## config.mk

```make
export PLATFORM = sky130hd
export DESIGN_NAME = param_matched_filter_flat
export DESIGN_NICKNAME = d
export VERILOG_FILES = /design/src/rtl/param_matched_filter_if.sv /design/src/rtl/param_matched_filter.sv /design/src/flat_wrapper.sv
export SDC_FILE = /design/constraint.sdc
export NUM_CORES = 2
export LEC_CHECK = 0
export ABC_AREA = 1
export CORE_ASPECT_RATIO = 1.25
export CORE_MARGIN = 5
export CORE_UTILIZATION = 55
export DETAILED_ROUTE_END_ITERATION = 12
export PLACE_DENSITY = 0.75
export SYNTH_ARGS = -nofsm -noshare
export SYNTH_HDL_FRONTEND = slang
export SYNTH_SLANG_ARGS = --single-unit
```

## constraint.sdc

```tcl
create_clock -name clk_i -period 76.5 [get_ports clk_i]
set_input_delay 11.475 -clock clk_i [delete_from_list [all_inputs] [get_ports clk_i]]
set_output_delay 11.475 -clock clk_i [all_outputs]
set_load 0.01 [all_outputs]
```

## src/rtl/param_matched_filter_if.sv

```systemverilog
// Sample-word stream bus for param_matched_filter: input word plus filtered word and status.
interface param_matched_filter_if #(
    parameter int NSAMP   = 2,
    parameter int INBITS  = 12,
    parameter int OUTBITS = 16
);
    logic [NSAMP*INBITS-1:0]  dat_i;
    logic                     valid_i;
    logic [NSAMP*OUTBITS-1:0] dat_o;
    logic                     valid_o;
    logic                     primed_o;
    logic                     ovf_o;

    modport master (
        output dat_i, valid_i,
        input  dat_o, valid_o, primed_o, ovf_o
    );

    modport slave (
        input  dat_i, valid_i,
        output dat_o, valid_o, primed_o, ovf_o
    );
endinterface

```

## src/rtl/param_matched_filter.sv

```systemverilog
// Sample-parallel FIR matched filter with constant shift-add taps and a registered adder tree.
// Define PARAM_MATCHED_FILTER_SAT_EN to clamp out-of-range lanes instead of wrapping them.
module param_matched_filter #(
    parameter int                 INBITS  = 12,
    parameter int                 NSAMP   = 2,
    parameter int                 NTAPS   = 12,
    parameter logic [4*NTAPS-1:0] COEFFS  = 48'h110CF0100FFF,
    parameter int                 OUTBITS = 16
) (
    input logic                   clk_i,
    input logic                   rst_i,
    param_matched_filter_if.slave bus
);
    localparam int LV = $clog2(NTAPS);
    localparam int IW = INBITS + 4 + LV;
    localparam int H  = (NTAPS + NSAMP - 2) / NSAMP;
    localparam int WN = (H + 1) * NSAMP;
    localparam int TP = 1 << LV;
    localparam int CW = $clog2(H + 1);
    localparam logic signed [IW-1:0] MAXV = IW'((64'sd1 <<< (OUTBITS - 1)) - 64'sd1);
    localparam logic signed [IW-1:0] MINV = ~MAXV;

    if (OUTBITS > IW) begin : g_err_outbits
        $error("param_matched_filter: OUTBITS exceeds internal width");
    end
    if (NSAMP < 1) begin : g_err_nsamp
        $error("param_matched_filter: NSAMP must be at least 1");
    end
    if (NTAPS < 2) begin : g_err_ntaps
        $error("param_matched_filter: NTAPS must be at least 2");
    end

    logic signed [INBITS-1:0] win [WN];
    logic [CW-1:0]            cnt;
    logic                     primed;
    logic [LV+1:0]            vpipe;
    (* use_dsp = "no" *) logic signed [IW-1:0] tree [LV+1][NSAMP][TP];
    logic [NSAMP-1:0]         ovf_lane;
    logic [OUTBITS-1:0]       res [NSAMP];

    // Constant coefficient as two's-complement bit weights, so each tap folds to shift-adds.
    function automatic logic signed [IW-1:0] cmul(input logic signed [INBITS-1:0] x,
                                                  input logic [3:0] c);
        logic signed [IW-1:0] xe;
        xe   = {{(IW - INBITS){x[INBITS-1]}}, x};
        cmul = '0;
        if (c[0]) cmul = cmul + xe;
        if (c[1]) cmul = cmul + (xe <<< 1);
        if (c[2]) cmul = cmul + (xe <<< 2);
        if (c[3]) cmul = cmul - (xe <<< 3);
    endfunction

    assign primed       = (cnt == CW'(H));
    assign bus.primed_o = primed;

    // Window of the last H accepted words plus the newest one; index 0 is the oldest sample.
    always_ff @(posedge clk_i or posedge rst_i) begin
        if (rst_i) begin
            for (int i = 0; i < WN; i++) win[i] <= '0;
            cnt   <= '0;
            vpipe <= '0;
        end else begin
            if (bus.valid_i) begin
                for (int i = 0; i < WN - NSAMP; i++) win[i] <= win[i + NSAMP];
                for (int j = 0; j < NSAMP; j++) win[WN - NSAMP + j] <= bus.dat_i[j*INBITS +: INBITS];
                if (!primed) cnt <= cnt + CW'(1);
            end
            vpipe <= {vpipe[LV:0], bus.valid_i & primed};
        end
    end

    // Tap products, then one registered pairwise-add level per tree stage; spare slots stay zero.
    always_ff @(posedge clk_i or posedge rst_i) begin
        if (rst_i) begin
            for (int l = 0; l <= LV; l++)
                for (int j = 0; j < NSAMP; j++)
                    for (int i = 0; i < TP; i++) tree[l][j][i] <= '0;
        end else begin
            for (int j = 0; j < NSAMP; j++) begin
                for (int i = 0; i < NTAPS; i++)
                    tree[0][j][i] <= cmul(win[H*NSAMP + j - i], COEFFS[4*i +: 4]);
                for (int i = NTAPS; i < TP; i++) tree[0][j][i] <= '0;
            end
            for (int l = 1; l <= LV; l++)
                for (int j = 0; j < NSAMP; j++) begin
                    for (int i = 0; i < (TP >> l); i++)
                        tree[l][j][i] <= tree[l-1][j][2*i] + tree[l-1][j][2*i+1];
                    for (int i = (TP >> l); i < TP; i++) tree[l][j][i] <= '0;
                end
        end
    end

    always_comb begin
        for (int j = 0; j < NSAMP; j++) begin
            ovf_lane[j] = (tree[LV][j][0] > MAXV) || (tree[LV][j][0] < MINV);
            res[j]      = tree[LV][j][0][OUTBITS-1:0];
`ifdef PARAM_MATCHED_FILTER_SAT_EN
            if (tree[LV][j][0] > MAXV) res[j] = MAXV[OUTBITS-1:0];
            else if (tree[LV][j][0] < MINV) res[j] = MINV[OUTBITS-1:0];
`endif
        end
    end

    // Output register: dat_o only updates on valid results, ovf_o is sticky until reset.
    always_ff @(posedge clk_i or posedge rst_i) begin
        if (rst_i) begin
            bus.dat_o   <= '0;
            bus.valid_o <= 1'b0;
            bus.ovf_o   <= 1'b0;
        end else begin
            bus.valid_o <= vpipe[LV+1];
            if (vpipe[LV+1]) begin
                for (int j = 0; j < NSAMP; j++) bus.dat_o[j*OUTBITS +: OUTBITS] <= res[j];
                if (|ovf_lane) bus.ovf_o <= 1'b1;
            end
        end
    end
endmodule

```

## src/flat_wrapper.sv

```systemverilog
// flat-port wrapper written by rule: the top's interface ports become plain ports
module param_matched_filter_flat 
#(
    parameter int                 INBITS  = 12,
    parameter int                 NSAMP   = 2,
    parameter int                 NTAPS   = 12,
    parameter logic [4*NTAPS-1:0] COEFFS  = 48'h110CF0100FFF,
    parameter int                 OUTBITS = 16
)
  (clk_i, rst_i, bus_dat_i, bus_valid_i, bus_dat_o, bus_valid_o, bus_primed_o, bus_ovf_o);
  param_matched_filter_if #(.NSAMP(NSAMP), .INBITS(INBITS), .OUTBITS(OUTBITS)) bus_i ();
  input logic clk_i;
  input logic rst_i;
  input wire logic [$bits(bus_i.dat_i)-1:0] bus_dat_i;
  input wire logic [$bits(bus_i.valid_i)-1:0] bus_valid_i;
  output wire logic [$bits(bus_i.dat_o)-1:0] bus_dat_o;
  output wire logic [$bits(bus_i.valid_o)-1:0] bus_valid_o;
  output wire logic [$bits(bus_i.primed_o)-1:0] bus_primed_o;
  output wire logic [$bits(bus_i.ovf_o)-1:0] bus_ovf_o;
  assign bus_i.dat_i = bus_dat_i;
  assign bus_i.valid_i = bus_valid_i;
  assign bus_dat_o = bus_i.dat_o;
  assign bus_valid_o = bus_i.valid_o;
  assign bus_primed_o = bus_i.primed_o;
  assign bus_ovf_o = bus_i.ovf_o;
  param_matched_filter #(.INBITS(INBITS), .NSAMP(NSAMP), .NTAPS(NTAPS), .COEFFS(COEFFS), .OUTBITS(OUTBITS)) u_core (.clk_i(clk_i), .rst_i(rst_i), .bus(bus_i));
endmodule
```

==> summary.txt <==
Clock network
  • Post_cts resized: 0
  • Clk sinks: 841
  • Clock transition at path regs: 0.06 ns
  • Clk buf depth: 3
  • Root Driver: clkbuf_16
  • CTS Buf Count: 83
  • Setup Fix Bufs, Post-CTS: 0
  • Number of buffers inserted by hold repair at cts: 0
  • H-tree levels: 3
  • Clk_lat worst skew: 0.67 ns
  • CTS tree: built

Placed design
  • Cell Area, Placed: 48,300 sq um
  • Dpl cells: 6,553
  • IO Port Bufs: 61
  • GPL Wtd Cong: 0.958
  • Detailed placement HPWL: 86.5 mm

Power and ir drop
  • P_leak: 0.0270 uW
  • Max VDD drop: 0.0250 mV
  • P per Cell Area: 50.3 nW/um^2

Timing
  • Minimum clock period: 14.46 ns
  • Clk_skew: 0.0279 ns
  • Max-slew violations: 0
  • Relative slew slack: 32.7%
  • Part of the cycle the worst path needs: 18.9%
  • Hold Vio Cnt, Final: 0
  • Hold Slack: 0.333 ns
  • Setup_tns: 0 ns
  • RSZ-0062 raised after global routing: false
  • Final setup vio count: 0
  • Peak Freq: 69.2 MHz
  • Worst-Margin Slew: 1.01 ns

Floorplan
  • Die W: 270 microns
  • Die ar.: 90,400 sq um
  • Core Rows: 119
  • Initial core utilization: 55.3%
  • Die boundary height: 335 microns
  • Core area: 84,000 sq um
  • Io pins: 62

Global routing
  • Largest net degree at the start of global routing: 196
  • Initial antenna violation count: 3
  • Remaining global-route overflow: 0
  • Global-route wire length before repair: 178 mm
  • Global Route Usage Sum: 24.5%
  • Vias in the first global route: 35,200

Routing
  • Post-DRT Antenna Nets: 0
  • Routed len/inst: 16.3 microns
  • Drt initial violations: 1,909
  • Via density: 5.23
  • Routed wire length: 109 mm
  • DR vias: 35,100
  • Residual DRC: 0
  • DRT Pass-1 Iters: 5

Final layout
  • Utilization after layout: 61.0%
  • Layout area overhead: 10.3%
  • Leading cell type in the layout, fill and taps excluded: nand2_1
  • Most frequent cells in the layout: nand2_1, dfrtp_1, inv_1
  • Final Instance Area: 51,200 sq um
  • Fin cells: 6,704
  • Share of post-route cells with drive strength above 1: 4.28%
  • Fin nets: 6,068

Yosys
  • Synth area leaders: dfrtp_1, nand2_1, ha_1, inv_1, fa_1
  • Mean Syn Cell Area: 8.55 sq um
  • Yosys top cell area share: 45.3%
  • Yosys warning count: 0
  • Cell count after synthesis: 5,431
  • Synthesized flop and latch total: 841
  • Syn nets: 5,950
  • Post-synth top area cell: dfrtp_1
  • Synthesized cell area: 46,400 sq um
  • Distinct cells, synth: 35
  • Sequential area share after synthesis: 45.3%

Setup path
  • Largest stage delay on the critical path: 0.86 ns
  • Reg2reg start: u_core.win[96]
  • Critical Path AT: 15.10 ns
  • Critical Path Start Type: input port
  • Crit-path max FO: 113
  • Crit-path most repeated cell: buf_4
  • CP Cell Sequence: clkdlybuf4s50_1, inv_8, buf_4, buf_4, buf_4
  • Reg2reg end: u_core.tree[3053]
  • CP delay by family, top: buffers and inverters
  • Critical path depth in cells: 5
  • Worst path slowest cell: buf_4
  • Critical path class: input port to asynchronous set/reset pin
  • Crit end category: asynchronous set/reset pin
  • CP required: 77.14 ns
  • WP buf/inv: 5
  • R2r setup slk: 72.70 ns
  • Reg2Reg Depth: 12

Min path
  • Hold Path Stages: 0
  • Worst Hold Path EP: u_core.tree[2147]
  • Hold Crit Start: u_core.tree[2707]
  • Hold Crit Class: flip-flop to flip-flop

Flow run
  • Max Cap Violations: 0

Status
  • Status: complete, no violations
[metal layers]
metal  vias to the layer above  wire, microns  global-route usage, %  share of wire [%]
met1                     16500          41800                   27.4                 38
met2                       742          57200                   45.7                 52
li1                      17500              -                      -                  -
met3                       304           3740                   2.85                3.4
met5                         -              0                      0                  0
met4                         0           6630                   13.1                6.1
[worst max path at each step]
stage | startpoint | to
global placement | rst_i | u_core.win[5]
floorplan | rst_i | u_core.bus.dat_o[0]
finish | rst_i | u_core.win[1]
CTS | rst_i | u_core.tree[2214]
detailed placement | rst_i | u_core.win[6]
global route | rst_i | u_core.tree[2876]
[state kept, by name (all words and copies together), names as in the netlist]
name / count
u_core.bus.dat_o: 32
u_core.bus.valid_o: 1
u_core.cnt: 3
u_core.win: 156
u_core.vpipe: 6
u_core.tree: 642
u_core.bus.ovf_o: 1
[final cells by class]
class | count | area [sq um]
diodes | 1 | 2.50
clock buffers | 103 | 2260
clock inverters | 47 | 626
fillers | 7206 | 32800
inverters | 730 | 2750
multi-input cells | 3822 | 22500
flip-flops and latches | 841 | 21000
well taps | 1089 | 1360
repair buffers | 71 | 712
[worst reg2reg max path, stage by stage (launching register included)]
cell     delay [ns]
dfrtp_1        0.57
fa_1           0.61
ha_1           0.22
inv_1          0.10
fa_1           0.45
o21ai_0        0.36
a21oi_1        0.14
xor2_1         0.17
ha_1           0.35
a21o_1         0.21
a21oi_1        0.14
nand3_1        0.18
xor2_1         0.18
[logic make-up after synthesis]
logic type	Yosys count	share of synthesized area (%)
compound gates	623	7.10
buf+inv	768	6.30
xor+xnor	232	4.38
flops	841	45.3
mux	32	0.776
simple gates	2443	21.4
fa+ha+maj	492	14.7
[through the flow]
stage	power [uW]	worst slack, ns
2_1_floorplan	1760	41.40
3_5_place_dp	2140	61.22
4_1_cts	2580	61.88
6_report	2570	62.04
5_1_grt	2810	61.36
3_3_place_gp	2110	61.30
[power by group]
group          leakage, uW  internal, uW  switching [uW]
combinational       0.0154           514             894
sequential          0.0101           634             106
clock              0.00140           247             179
total               0.0270          1400            1180
[synthesized netlist by cell type, drive strengths merged]
master and number:
o22ai 2, o21ai 231, xor2 152, and2 18
nand3 313, fa 88, o211ai 1, nand3b 5
buf 22, nor2 369, ha 404, a21o 19
nor4 2, nand4 39, nor3 57, a31oi 10
clkbuf 16, inv 730, o21bai 37, mux2 32
xnor2 80, a21oi 319, o21a 4, nand2 1640
dfrtp 841
(Power assumes the default switching activity.)
